**config.mk**
```make
export PLATFORM = sky130hd
export DESIGN_NAME = uart_tx
export DESIGN_NICKNAME = d
export VERILOG_FILES = /design/src/rtl/uart_pkg.sv /design/src/rtl/uart_baud_gen.sv /design/src/rtl/uart_tx.sv
export SDC_FILE = /design/constraint.sdc
export NUM_CORES = 1
export LEC_CHECK = 0
export ABC_AREA = 1
export BUFFER_PORTS_ARGS = -buffer_cell sky130_fd_sc_hd__buf_2
export CAP_MARGIN = 20
export CELL_PAD_IN_SITES_DETAIL_PLACEMENT = 1
export CELL_PAD_IN_SITES_GLOBAL_PLACEMENT = 2
export CORE_MARGIN = 2
export CORE_UTILIZATION = 34
export DETAILED_ROUTE_END_ITERATION = 12
export PLACE_DENSITY_LB_ADDON = 0.1
export SLEW_MARGIN = 20
export SYNTH_ARGS = -nofsm -noshare
export SYNTH_HDL_FRONTEND = slang
export SYNTH_SLANG_ARGS = --single-unit
```
**constraint.sdc**
```tcl
create_clock -name clk -period 1.55 [get_ports clk]
set_input_delay 0.0775 -clock clk [delete_from_list [all_inputs] [get_ports clk]]
set_output_delay 0.0775 -clock clk [all_outputs]
set_load 0.02 [all_outputs]
```
**src/rtl/uart_pkg.sv**
```systemverilog
// Shared types and line levels for the UART transmitter.
// Build option: UART_TX_PARITY_EN adds the PARITY state (8E1 frames).
package uart_pkg;

`ifdef UART_TX_PARITY_EN
  typedef enum logic [2:0] {IDLE, START, DATA, PARITY, STOP} state_t;
`else
  typedef enum logic [1:0] {IDLE, START, DATA, STOP} state_t;
`endif

  localparam logic IDLE_LEVEL  = 1'b1;
  localparam logic START_LEVEL = 1'b0;
  localparam logic STOP_LEVEL  = 1'b1;

  // Width of an index that counts n items; never narrower than one bit.
  function automatic int idx_w(input int n);
    return (n > 1) ? $clog2(n) : 1;
  endfunction

endpackage

```
**src/rtl/uart_baud_gen.sv**
```systemverilog
// Bit-period timer: counts CLKS_PER_BIT cycles, wraps on its own at the end
// of each period, and is held at zero while clear is high.
// bit_tick marks the last cycle of a period, pre_tick the cycle before it.
module uart_baud_gen #(
  parameter int CLKS_PER_BIT = 16
) (
  input  logic clk,
  input  logic reset,
  input  logic clear,
  output logic bit_tick,
  output logic pre_tick
);
  localparam int CW = $clog2(CLKS_PER_BIT);

  logic [CW-1:0] cnt;

  assign bit_tick = (cnt == CW'(CLKS_PER_BIT - 1));
  assign pre_tick = (cnt == CW'(CLKS_PER_BIT - 2));

  // Period counter; wrapping on bit_tick restarts timing at every state entry.
  always_ff @(posedge clk or negedge reset) begin
    if (!reset)                cnt <= '0;
    else if (clear || bit_tick) cnt <= '0;
    else                       cnt <= cnt + 1'b1;
  end

endmodule

```
**src/rtl/uart_tx.sv**
```systemverilog
// UART transmitter: one start bit, DATA_BITS data bits LSB first, one stop bit.
// Build option: UART_TX_PARITY_EN inserts an even-parity bit before the stop bit.
// All outputs are registered. A start request still high on the last stop-bit
// cycle is taken on that edge, so back-to-back frames carry no idle gap.
module uart_tx
  import uart_pkg::*;
#(
  parameter int CLKS_PER_BIT = 16,
  parameter int DATA_BITS    = 8
) (
  input  logic                 clk,
  input  logic                 reset,
  input  logic                 start,
  input  logic [DATA_BITS-1:0] data,
  output logic                 tx_busy,
  output logic                 tx_done,
  output logic                 tx
);
  localparam int IW = idx_w(DATA_BITS);
  localparam logic [IW-1:0] LAST_IDX = IW'(DATA_BITS - 1);

  state_t               state;
  logic [DATA_BITS-1:0] shreg;
  logic [IW-1:0]        idx;
  logic                 bit_tick;
  logic                 pre_tick;
`ifdef UART_TX_PARITY_EN
  logic                 par;
`endif

  // Timer is parked at zero while idle so the start bit gets a full period.
  uart_baud_gen #(.CLKS_PER_BIT(CLKS_PER_BIT)) u_baud (
    .clk      (clk),
    .reset    (reset),
    .clear    (state == IDLE),
    .bit_tick (bit_tick),
    .pre_tick (pre_tick)
  );

  // Frame sequencer, shift register and registered line/status outputs.
  always_ff @(posedge clk or negedge reset) begin
    if (!reset) begin
      state   <= IDLE;
      tx      <= IDLE_LEVEL;
      tx_busy <= 1'b0;
      tx_done <= 1'b0;
      shreg   <= '0;
      idx     <= '0;
`ifdef UART_TX_PARITY_EN
      par     <= 1'b0;
`endif
    end else begin
      tx_done <= 1'b0;
      unique case (state)
        IDLE: begin
          tx <= IDLE_LEVEL;
          if (start) begin
            shreg   <= data;
`ifdef UART_TX_PARITY_EN
            par     <= ^data;
`endif
            tx_busy <= 1'b1;
            tx      <= START_LEVEL;
            state   <= START;
          end
        end
        START: begin
          if (bit_tick) begin
            tx    <= shreg[0];
            shreg <= shreg >> 1;
            idx   <= '0;
            state <= DATA;
          end
        end
        DATA: begin
          if (bit_tick) begin
            if (idx == LAST_IDX) begin
`ifdef UART_TX_PARITY_EN
              tx    <= par;
              state <= PARITY;
`else
              tx    <= STOP_LEVEL;
              state <= STOP;
`endif
            end else begin
              tx    <= shreg[0];
              shreg <= shreg >> 1;
              idx   <= idx + 1'b1;
            end
          end
        end
`ifdef UART_TX_PARITY_EN
        PARITY: begin
          if (bit_tick) begin
            tx    <= STOP_LEVEL;
            state <= STOP;
          end
        end
`endif
        STOP: begin
          // Raise done so it lands exactly on the final stop-bit cycle.
          if (pre_tick) tx_done <= 1'b1;
          if (bit_tick) begin
            if (start) begin
              shreg <= data;
`ifdef UART_TX_PARITY_EN
              par   <= ^data;
`endif
              tx    <= START_LEVEL;
              state <= START;
            end else begin
              tx_busy <= 1'b0;
              tx      <= IDLE_LEVEL;
              state   <= IDLE;
            end
          end
        end
        default: begin
          tx_busy <= 1'b0;
          tx      <= IDLE_LEVEL;
          state   <= IDLE;
        end
      endcase
    end
  end

endmodule

```
==> flow_summary.json, run 1 <==
{
  "status": "completed",
  "syn_to_final_growth_pct": 23.3,
  "timing.setup.tns_ns": 0,
  "initial_utilization_pct": 35.9,
  "synth_top_cell_by_area": "dfrtp_1",
  "max_freq_ghz": 0.686,
  "ys_warn_count": 0,
  "cp.depth": 8,
  "critPathArrivalTime_ns": 1.71,
  "syn_nets": 170,
  "wl_um": 2700,
  "diodes": 0,
  "synthCells": 150,
  "vias_per_cell": 4.50,
  "finalInstanceArea_um2": 1500,
  "drt_iter0_drc": 30,
  "placed_area_um2": 1340,
  "core-area_um2": 3390,
  "rows": 21,
  "fill_cells": 420,
  "dp_cells": 209,
  "min_path_cells": 3,
  "worst_clock_skew_ns": 0.00151,
  "clockRootBuffer": "clkbuf_4",
  "num_vias": 995,
  "synthArstFlopShare_pct": 100,
  "drtAntennaViolNets": 0,
  "ys_seq_area_share_pct": 41.2,
  "clk_transition_reported_paths_ns": 0.12,
  "totalPowerFinal_mw": 3.15,
  "path_cells": "inv_2, ha_1, inv_2, nand2_4, o21ai_4, clkbuf_16, nand3_2, nand2_1",
  "start_kind": "flip-flop",
  "endpoint_kind": "flip-flop",
  "synth_xor_area_share_pct": 0.719,
  "dpl.hpwl_um": 1970,
  "grt_usage_pct": 14.9,
  "worstRegToRegCells": 8,
  "cts_buffers": 3,
  "synth-compound-area-share_pct": 5.86,
  "syn_area_per_cell_um2": 8.12,
  "setup_viol": 0,
  "synth-seq-cells": 20,
  "numClockSinks": 20,
  "multi_input_area_um2": 636,
  "grt_pass1_wl_um": 4820,
  "first_pass_iters": 4,
  "stdcell_count": 221,
  "hold_ws_ns": 0.0656,
  "worst_path_max_delay_cell": "dfrtp_1",
  "synthTopCellsByArea": "dfrtp_1 (39%), nand2_1 (15%), ha_1 (9.2%), inv_1 (6.8%), nand3_1 (6.6%)",
  "synth_mux_area_share_pct": 0,
  "crit_buf_inv": 3,
  "synth_top_cell_area_share_pct": 39.1,
  "fin_crit_sh_pct": 94.0,
  "crit_top_cell": "inv_2",
  "cp.required_ns": 1.80,
  "clock_path_buffers": 2,
  "die_w_um": 63.8,
  "pin_count": 14,
  "crit_family": "flip-flops",
  "insertion_delay_ns": 0.30,
  "first_global_vias": 1055,
  "ir_drop_mv": 0.691,
  "crit_type": "reg -> reg",
  "netlist_area_um2": 1220,
  "io_buffer_count": 13,
  "worst_slew_pin_slew_ns": 0.480,
  "nNetsFinal": 196,
  "max_cap_violations": 0,
  "wl_per_cell_um": 12.2,
  "synth_top_family_by_area": "simple AND/OR/NAND/NOR gates",
  "gp_congestion": 0.818,
  "grt_overflow": 0,
  "synth-simple-area-share_pct": 33.9,
  "cpPeakStageDelay_ns": 0.39,
  "fp.dieH_um": 63.8,
  "synth.distinct_cells": 21,
  "synth_edf_count": 0,
  "synth_adder_area_share_pct": 9.25,
  "die-area_um2": 4080,
  "finalHoldViolCount": 0,
  "finalCriticalPeriod_ns": 1.46,
  "synthFlopType": "dfrtp_1",
  "synth_common_cells": "nand2_1 (48), inv_1 (22), dfrtp_1 (19)",
  "path_max_fanout": 6,
  "power_leakage_nw": 0.785,
  "htree_levels": 1,
  "grt_max_degree": 21,
  "yosysMostFrequentCell": "nand2_1",
  "hold_path_class": "in -> reg",
  "tritoncts": "built",
  "seqCellArea_um2": 502,
  "drive_gt1_share_pct": 28.6,
  "power_density_nw_per_um2": 2100,
  "slew_violations": 0,
  "drc": 0,
  "max_slew_margin_pct": 68.0,
  "grt_antenna_before_repair": 0
}
placed cells by master (no fill, tap or decap):
master	synthesis	layout
dfstp_2	1	1
nor2_1	8	8
buf_12	0	1
nand3_2	1	1
buf_2	1	13
clkbuf_8	0	1
or2_2	1	1
nand2_2	0	4
nand2_4	3	3
clkbuf_16	0	1
o21ai_4	1	1
inv_1	22	19
ha_4	0	1
inv_2	1	4
clkbuf_4	0	3
nor2_8	1	1
nand3_4	2	2
nand3_1	16	16
ha_2	0	3
dfrtp_1	19	19
ha_1	9	5
o21ai_0	11	10
o21ai_1	0	1
xor2_1	1	1
nand2_1	48	44
nand4_1	1	1
buf_6	1	1
buf_4	1	7
nor2_4	1	1
dlygate4sd3_1	0	1
worst reg2reg max path, delay by kind of cell, from the launching register on:
kind / cells / cell delay, ns
AND/OR/NAND/NOR: 3 / 0.22
flip-flops: 1 / 0.39
adder cells (fa/ha/maj): 1 / 0.26
AO/OA/AOI/OAI: 1 / 0.19
buffers and inverters: 3 / 0.35
through the flow:
stage               utilization (%)  setup slack, ns
global placement               39.5           0.0262
finish                         44.3           0.0924
global route                   44.3         -0.00287
detailed placement             39.5          -0.0565
floorplan                         -            0.117
CTS                            41.7         -0.00126
cell families after synthesis:
logic type | count (synthesis)
simple gates | 82
buf+inv | 26
flops | 20
compound gates | 12
fa+ha+maj | 9
xor+xnor | 1
metal layers:
metal | vias to the layer above | global-route usage [%] | routed length (µm)
li1 | 512 | - | -
met3 | 4 | 3.70 | 75
met1 | 464 | 19.0 | 1310
met2 | 15 | 25.3 | 1280
met5 | - | 0 | 0
met4 | 0 | 3.26 | 33
cell type report:
type | count | share of cell area [%]
Sequential cell | 20 | 33.4
Inverter | 23 | 5.75
Timing Repair Buffer | 24 | 12.2
Multi-Input combinational cell | 104 | 42.3
Clock buffer | 4 | 2.42
Tap cell | 46 | 3.83
sequential cells by signal, summed over array words and instances (netlist names):
signal,count
idx,3
shreg,8
state,2
tx,1
tx_busy,1
tx_done,1
u_baud.cnt,4
repair_timing:
| action | CTS | global route |
|---|---|---|
| gates cloned | 0 | 1 |
| hold buffers | 1 | 0 |
| gates resized for setup | 0 | 14 |
| endpoints found under the hold margin | 19 | 0 |
| pin swaps | 1 | 4 |
| setup endpoints to repair | 11 | 10 |
| setup buffers | 2 | 4 |
power breakdown:
group | internal [mW] | switching [mW]
Clock | 0.143 | 0.174
Sequential | 0.729 | 0.136
Combinational | 0.839 | 1.13
Total | 1.71 | 1.44
path summary, 6_finish.rpt:
kind | start | to | slack (ns)
setup / recovery | state[0]$_DFFE_PN0P_ | state[1]$_DFFE_PN0P_ | 0.09
hold / removal | start | tx_busy$_DFFE_PN0P_ | 0.07
setup reg to reg | state[0]$_DFFE_PN0P_ | state[1]$_DFFE_PN0P_ | 0.09
hold reg to reg | tx$_DFFE_PN1P_ | tx$_DFFE_PN1P_ | 0.48
max in group asynchronous | reset | tx$_DFFE_PN1P_ | 0.95
min in group asynchronous | reset | u_baud.cnt[1]$_DFF_PN0_ | 0.25
(Power assumes the default switching activity.)
==> run 2: changes to the inputs <==
--- a/config.mk
+++ b/config.mk
@@ -10,7 +10,6 @@
 export CAP_MARGIN = 20
 export CELL_PAD_IN_SITES_DETAIL_PLACEMENT = 1
 export CELL_PAD_IN_SITES_GLOBAL_PLACEMENT = 2
-export CORE_MARGIN = 2
 export CORE_UTILIZATION = 34
 export DETAILED_ROUTE_END_ITERATION = 12
 export PLACE_DENSITY_LB_ADDON = 0.1
==> run 2 against run 1 <==
Net effect:
- clock power decreased by 15%
- largest power group unchanged
- non-clock buffer count stayed put
- maximum frequency hardly changed
- wire length fell by 0.37%
- final cell count unchanged
- highest routed layer unchanged
- first-iteration DRC count grew 20%
==> flow_summary.json, run 2 (synthesis results as in run 1) <==
{
  "power_leakage_nw": 0.775,
  "gp_congestion": 0.832,
  "fill_cells": 425,
  "worstRegToRegCells": 8,
  "grt_use_met3_pct": 2.69,
  "wl_per_cell_um": 12.2,
  "status": "completed",
  "hold_ws_ns": 0.0814,
  "slew_violations": 0,
  "path_max_fanout": 8,
  "finalInstanceArea_um2": 1480,
  "finalHoldViolCount": 0,
  "timing.setup.tns_ns": 0,
  "holdPathEnd": "tx_busy$_DFFE_PN0P_",
  "dpl.hpwl_um": 1960,
  "grt_use_met1_pct": 21.0,
  "reg_top3": "shreg (8), u_baud.cnt (4), idx (3)",
  "pin_count": 14,
  "insertion_delay_ns": 0.30,
  "layout_commonest_cell": "nand2_1",
  "fp.dieH_um": 61.8,
  "num_vias": 1003,
  "vias_per_cell": 4.54,
  "reg2reg_from": "idx[0]$_DFFE_PN0P_",
  "largest_register_ffs": 8,
  "max_cap_violations": 0,
  "startpoint": "idx[0]$_DFFE_PN0P_",
  "rows": 21,
  "endpoint_kind": "flip-flop",
  "die_w_um": 61.8,
  "tritoncts": "built",
  "setup_viol": 0,
  "ir_drop_mv": 0.746,
  "min_path_cells": 3,
  "htree_levels": 1,
  "drtAntennaViolNets": 0,
  "drive_gt1_share_pct": 27.4,
  "clockRootBuffer": "clkbuf_4",
  "die-area_um2": 3820,
  "grtUsageMet2_pct": 27.6,
  "first_global_vias": 1008,
  "fin_crit_sh_pct": 94.1,
  "initial_utilization_pct": 35.9,
  "wl_um": 2690,
  "clock_path_buffers": 2,
  "stdcell_count": 221,
  "top_register": "shreg",
  "power_density_nw_per_um2": 2080,
  "nNetsFinal": 196,
  "io_buffer_count": 13,
  "grt_usage_pct": 16.2,
  "rsz0062_at_grt": "yes",
  "utilization_pct": 43.6,
  "drt_iter0_drc": 36,
  "grt_max_degree": 21,
  "diodes": 0,
  "placed_area_um2": 1340,
  "worst_slew_pin_slew_ns": 0.487,
  "multi_input_area_um2": 636,
  "grt_antenna_before_repair": 0,
  "max_freq_ghz": 0.686,
  "rrSetupSlack_ns": 0.09,
  "syn_to_final_growth_pct": 21.4,
  "numClockSinks": 20,
  "worst_clock_skew_ns": 0.00870,
  "critPathArrivalTime_ns": 1.66,
  "max_slew_margin_pct": 67.5,
  "cp.required_ns": 1.75,
  "drc": 0,
  "grt_overflow": 0,
  "crit_type": "reg -> reg",
  "rr_endpoint": "shreg[2]$_DFFE_PN0P_",
  "cts_buffers": 3,
  "start_kind": "flip-flop",
  "min_from": "start",
  "seqCellArea_um2": 502,
  "busiest_layer": "met2",
  "clk_transition_reported_paths_ns": 0.13,
  "core-area_um2": 3390,
  "first_pass_iters": 4,
  "hold_path_class": "in -> reg",
  "grt_pass1_wl_um": 4480,
  "dp_cells": 209,
  "finalCriticalPeriod_ns": 1.46,
  "final_cell_mix": "nand2_1 (44), inv_1 (20), dfrtp_1 (19), nand3_1 (16), buf_2 (13)"
}
-- run 2: area by class of cell --
class	count	area share, %
clock buffer	4	1.78
inverter	23	5.84
multi-input combinational	104	43.0
timing repair buffer	24	11.5
tap	46	3.89
sequential	20	34.0
-- run 2: worst max path at each step --
stage,endpoint,slack (ns),cells past startpoint
global route,shreg[2]$_DFFE_PN0P_,-0.02,8
CTS,shreg[3]$_DFFE_PN0P_,0.006,8
detailed placement,shreg[3]$_DFFE_PN0P_,-0.03,7
finish,shreg[2]$_DFFE_PN0P_,0.09,8
global placement,shreg[4]$_DFFE_PN0P_,0.03,7
floorplan,shreg[0]$_DFFE_PN0P_,0.12,7
-- run 2: critical path: stages (launching register included) --
cell and delay [ns]:
dfrtp_1 0.42, ha_2 0.19, ha_2 0.18, nand2_2 0.07
inv_2 0.06, nor2_8 0.15, nand3_4 0.16, nand2_2 0.10
nand2_1 0.04
-- run 2: power by group --
part / leakage, nW / internal [mW] / switching, mW
registers: 0.253 / 0.729 / 0.143
clock network: 0.0150 / 0.100 / 0.169
logic: 0.507 / 0.827 / 1.10
total: 0.775 / 1.66 / 1.41
-- run 2: stage by stage --
step | setup slack (ns) | power [mW]
2_1_floorplan | 0.117 | 2.13
3_3_place_gp | 0.0254 | 2.44
3_5_place_dp | -0.0274 | 2.49
4_1_cts | 0.00647 | 2.92
5_1_grt | -0.0196 | 3.40
6_report | 0.0912 | 3.07
-- run 2: what timing repair did --
action	in CTS	in global routing
hold endpoints to repair	19	0
gates resized for setup	0	12
pin swaps	1	4
setup endpoints to repair	11	12
buffers inserted	3	4
hold buffers	1	0
-- run 2: routing by layer --
layer | vias to the layer above | routed length [µm]
met3 | 4 | 66
li1 | 511 | -
met4 | 0 | 40
met5 | - | 0
met2 | 12 | 1340
met1 | 476 | 1250
==> run 3: changes to the inputs <==
--- a/config.mk
+++ b/config.mk
@@ -12,7 +12,8 @@
 export CELL_PAD_IN_SITES_GLOBAL_PLACEMENT = 2
 export CORE_UTILIZATION = 34
 export DETAILED_ROUTE_END_ITERATION = 12
-export PLACE_DENSITY_LB_ADDON = 0.1
+export GPL_TIMING_DRIVEN = 0
+export PLACE_DENSITY = 0.79
 export SLEW_MARGIN = 20
 export SYNTH_ARGS = -nofsm -noshare
 export SYNTH_HDL_FRONTEND = slang
==> run 3 against run 2 <==
Net effect:
- maximum frequency shrank 2.8%
- setup slack lost 0.042 ns
- sequential power grew 1%
- critical path type unchanged
- first-iteration DRC count shrank 19%
- die area is the same
- clock-buffer cell count is the same
- combinational power grew 14%
- total power grew 11%
- clock skew shrank 0.0069 ns
- global-route usage shrank 0.51 points
- register-to-register slack lost 0.04 ns
==> flow_summary.json, run 3 (synthesis results as in run 1) <==
{
  "nNetsFinal": 202,
  "core-area_um2": 3390,
  "first_pass_iters": 4,
  "num_vias": 1049,
  "crit_type": "reg -> reg",
  "status": "completed",
  "clockRootBuffer": "clkbuf_4",
  "layout_commonest_cell": "nand2_1",
  "grt_overflow": 0,
  "clk_transition_reported_paths_ns": 0.11,
  "die_w_um": 61.8,
  "path_cells": "inv_2, buf_4, ha_4, inv_4, nand2_4, o21ai_4, buf_6, nand3_1, nand2_1",
  "max_freq_ghz": 0.667,
  "critPathArrivalTime_ns": 1.75,
  "endpoint_kind": "flip-flop",
  "rows": 21,
  "grt_usage_pct": 15.7,
  "power_density_nw_per_um2": 2180,
  "dpl.hpwl_um": 1960,
  "finalCriticalPeriod_ns": 1.50,
  "reg_top3": "shreg (8), u_baud.cnt (4), idx (3)",
  "drive_gt1_share_pct": 33.7,
  "wl_per_cell_um": 12.3,
  "drc": 0,
  "hold_path_class": "in -> reg",
  "drt_iter0_drc": 29,
  "stdcell_count": 227,
  "numClockSinks": 20,
  "gp_congestion": 0.726,
  "vias_per_cell": 4.62,
  "tritoncts": "built",
  "combPwrFrac_pct": 65.0,
  "top_register": "shreg",
  "fin_crit_sh_pct": 96.8,
  "grt_pass1_wl_um": 4360,
  "io_buffer_count": 13,
  "hold_ws_ns": 0.0655,
  "worst_slew_pin_slew_ns": 0.484,
  "clock_power_share_pct": 9.0,
  "max_cap_violations": 0,
  "switchingPower_mw": 1.52,
  "diodes": 0,
  "swShare_pct": 44.8,
  "worst_clock_skew_ns": 0.00181,
  "ir_drop_mv": 0.735,
  "grt_antenna_before_repair": 0,
  "wl_met3_um": 48,
  "initial_utilization_pct": 35.9,
  "insertion_delay_ns": 0.30,
  "power_leakage_nw": 0.814,
  "path_max_fanout": 5,
  "p_seq_share_pct": 26.0,
  "cp.required_ns": 1.80,
  "start_kind": "flip-flop",
  "intPower_mw": 1.87,
  "cpPeakStageDelay_ns": 0.41,
  "dp_cells": 209,
  "clock_path_buffers": 2,
  "timing.setup.tns_ns": 0,
  "wl_um": 2800,
  "drtAntennaViolNets": 0,
  "slew_violations": 0,
  "grt_max_degree": 21,
  "utilization_pct": 46.0,
  "wl_met1_um": 1270,
  "max_slew_margin_pct": 67.7,
  "first_global_vias": 1014,
  "worst_path_max_delay_cell": "dfrtp_1",
  "setup_viol": 0,
  "cts_buffers": 3,
  "pin_count": 14,
  "final_cell_mix": "nand2_1 (42), inv_1 (18), dfrtp_1 (18), nand3_1 (16), buf_2 (13)",
  "syn_to_final_growth_pct": 28.0,
  "htree_levels": 1,
  "met2_length_um": 1460,
  "die-area_um2": 3820,
  "top_layer_used": "met4",
  "largest_register_ffs": 8,
  "finalHoldViolCount": 0,
  "fp.dieH_um": 61.8
}
run 3: changes by cell type in the layout (fill, tap and decap cells not counted), moves of 2 or more:
cell,delta
buf_4,+4
inv_1,-2
o21ai_1,+5
nand2_1,-2
buf_6,+2
nand2_2,+2
o21ai_0,-6
run 3: critical path: cells and delay by family, from the launching register on:
| family | cells | cell delay [ns] |
|---|---|---|
| AND/OR/NAND/NOR | 3 | 0.21 |
| buffers and inverters | 4 | 0.44 |
| adder cells (fa/ha/maj) | 1 | 0.17 |
| AO/OA/AOI/OAI | 1 | 0.22 |
| flip-flops | 1 | 0.41 |
run 3: layout make-up:
type                            count  area [µm²]
Fill cell                         426        1830
Multi-Input combinational cell    104         654
Sequential cell                    20         503
Timing Repair Buffer               27         184
Inverter                           23        88.8
Tap cell                           46        57.6
Clock buffer                        4        36.3
Buffer                              3        33.8
run 3: through the flow:
stage	power (mW)	area (µm²)	worst slack [ns]
after floorplan	2.13	1220	0.117
after global placement	2.45	1340	-0.0901
after detailed placement	2.53	1340	-0.161
after CTS	2.96	1430	0.000158
after global routing	3.72	1560	-0.0112
final	3.39	1560	0.0497
run 3: metal layers:
metal  vias to the layer above  track usage [%]
met5                         -                0
met4                         0             5.71
met3                         2             2.48
met2                        11             28.4
met1                       506             18.6
li1                        530                -
run 3: power by group through the flow:
stage               Sequential, mW  Combinational, mW  Clock (mW)
floorplan                    0.869               1.26           0
global placement             0.877               1.57           0
detailed placement           0.893               1.64           0
CTS                          0.868               1.76       0.327
global route                 0.908               2.46       0.352
finish                       0.883               2.20       0.305
run 3: timing repair:
| item | in CTS | in global routing |
|---|---|---|
| setup endpoints to repair | 9 | 12 |
| gates cloned | 0 | 1 |
| setup buffers | 6 | 6 |
| hold endpoints to repair | 19 | 0 |
| gates resized for setup | 4 | 28 |
| hold buffers | 1 | 0 |
| pin swaps | 2 | 5 |
run 3: worst paths after layout:
kind	start	to	slack [ns]	cells after the start
worst max-delay path	state[0]$_DFFE_PN0P_	shreg[5]$_DFFE_PN0P_	0.05	9
worst min-delay path	start	tx_busy$_DFFE_PN0P_	0.07	3
worst max register to register	state[0]$_DFFE_PN0P_	shreg[5]$_DFFE_PN0P_	0.05	9
worst min register to register	tx$_DFFE_PN1P_	tx$_DFFE_PN1P_	0.47	2
max in group asynchronous	reset	tx$_DFFE_PN1P_	0.93	2
min in group asynchronous	reset	u_baud.cnt[0]$_DFF_PN0_	0.26	2
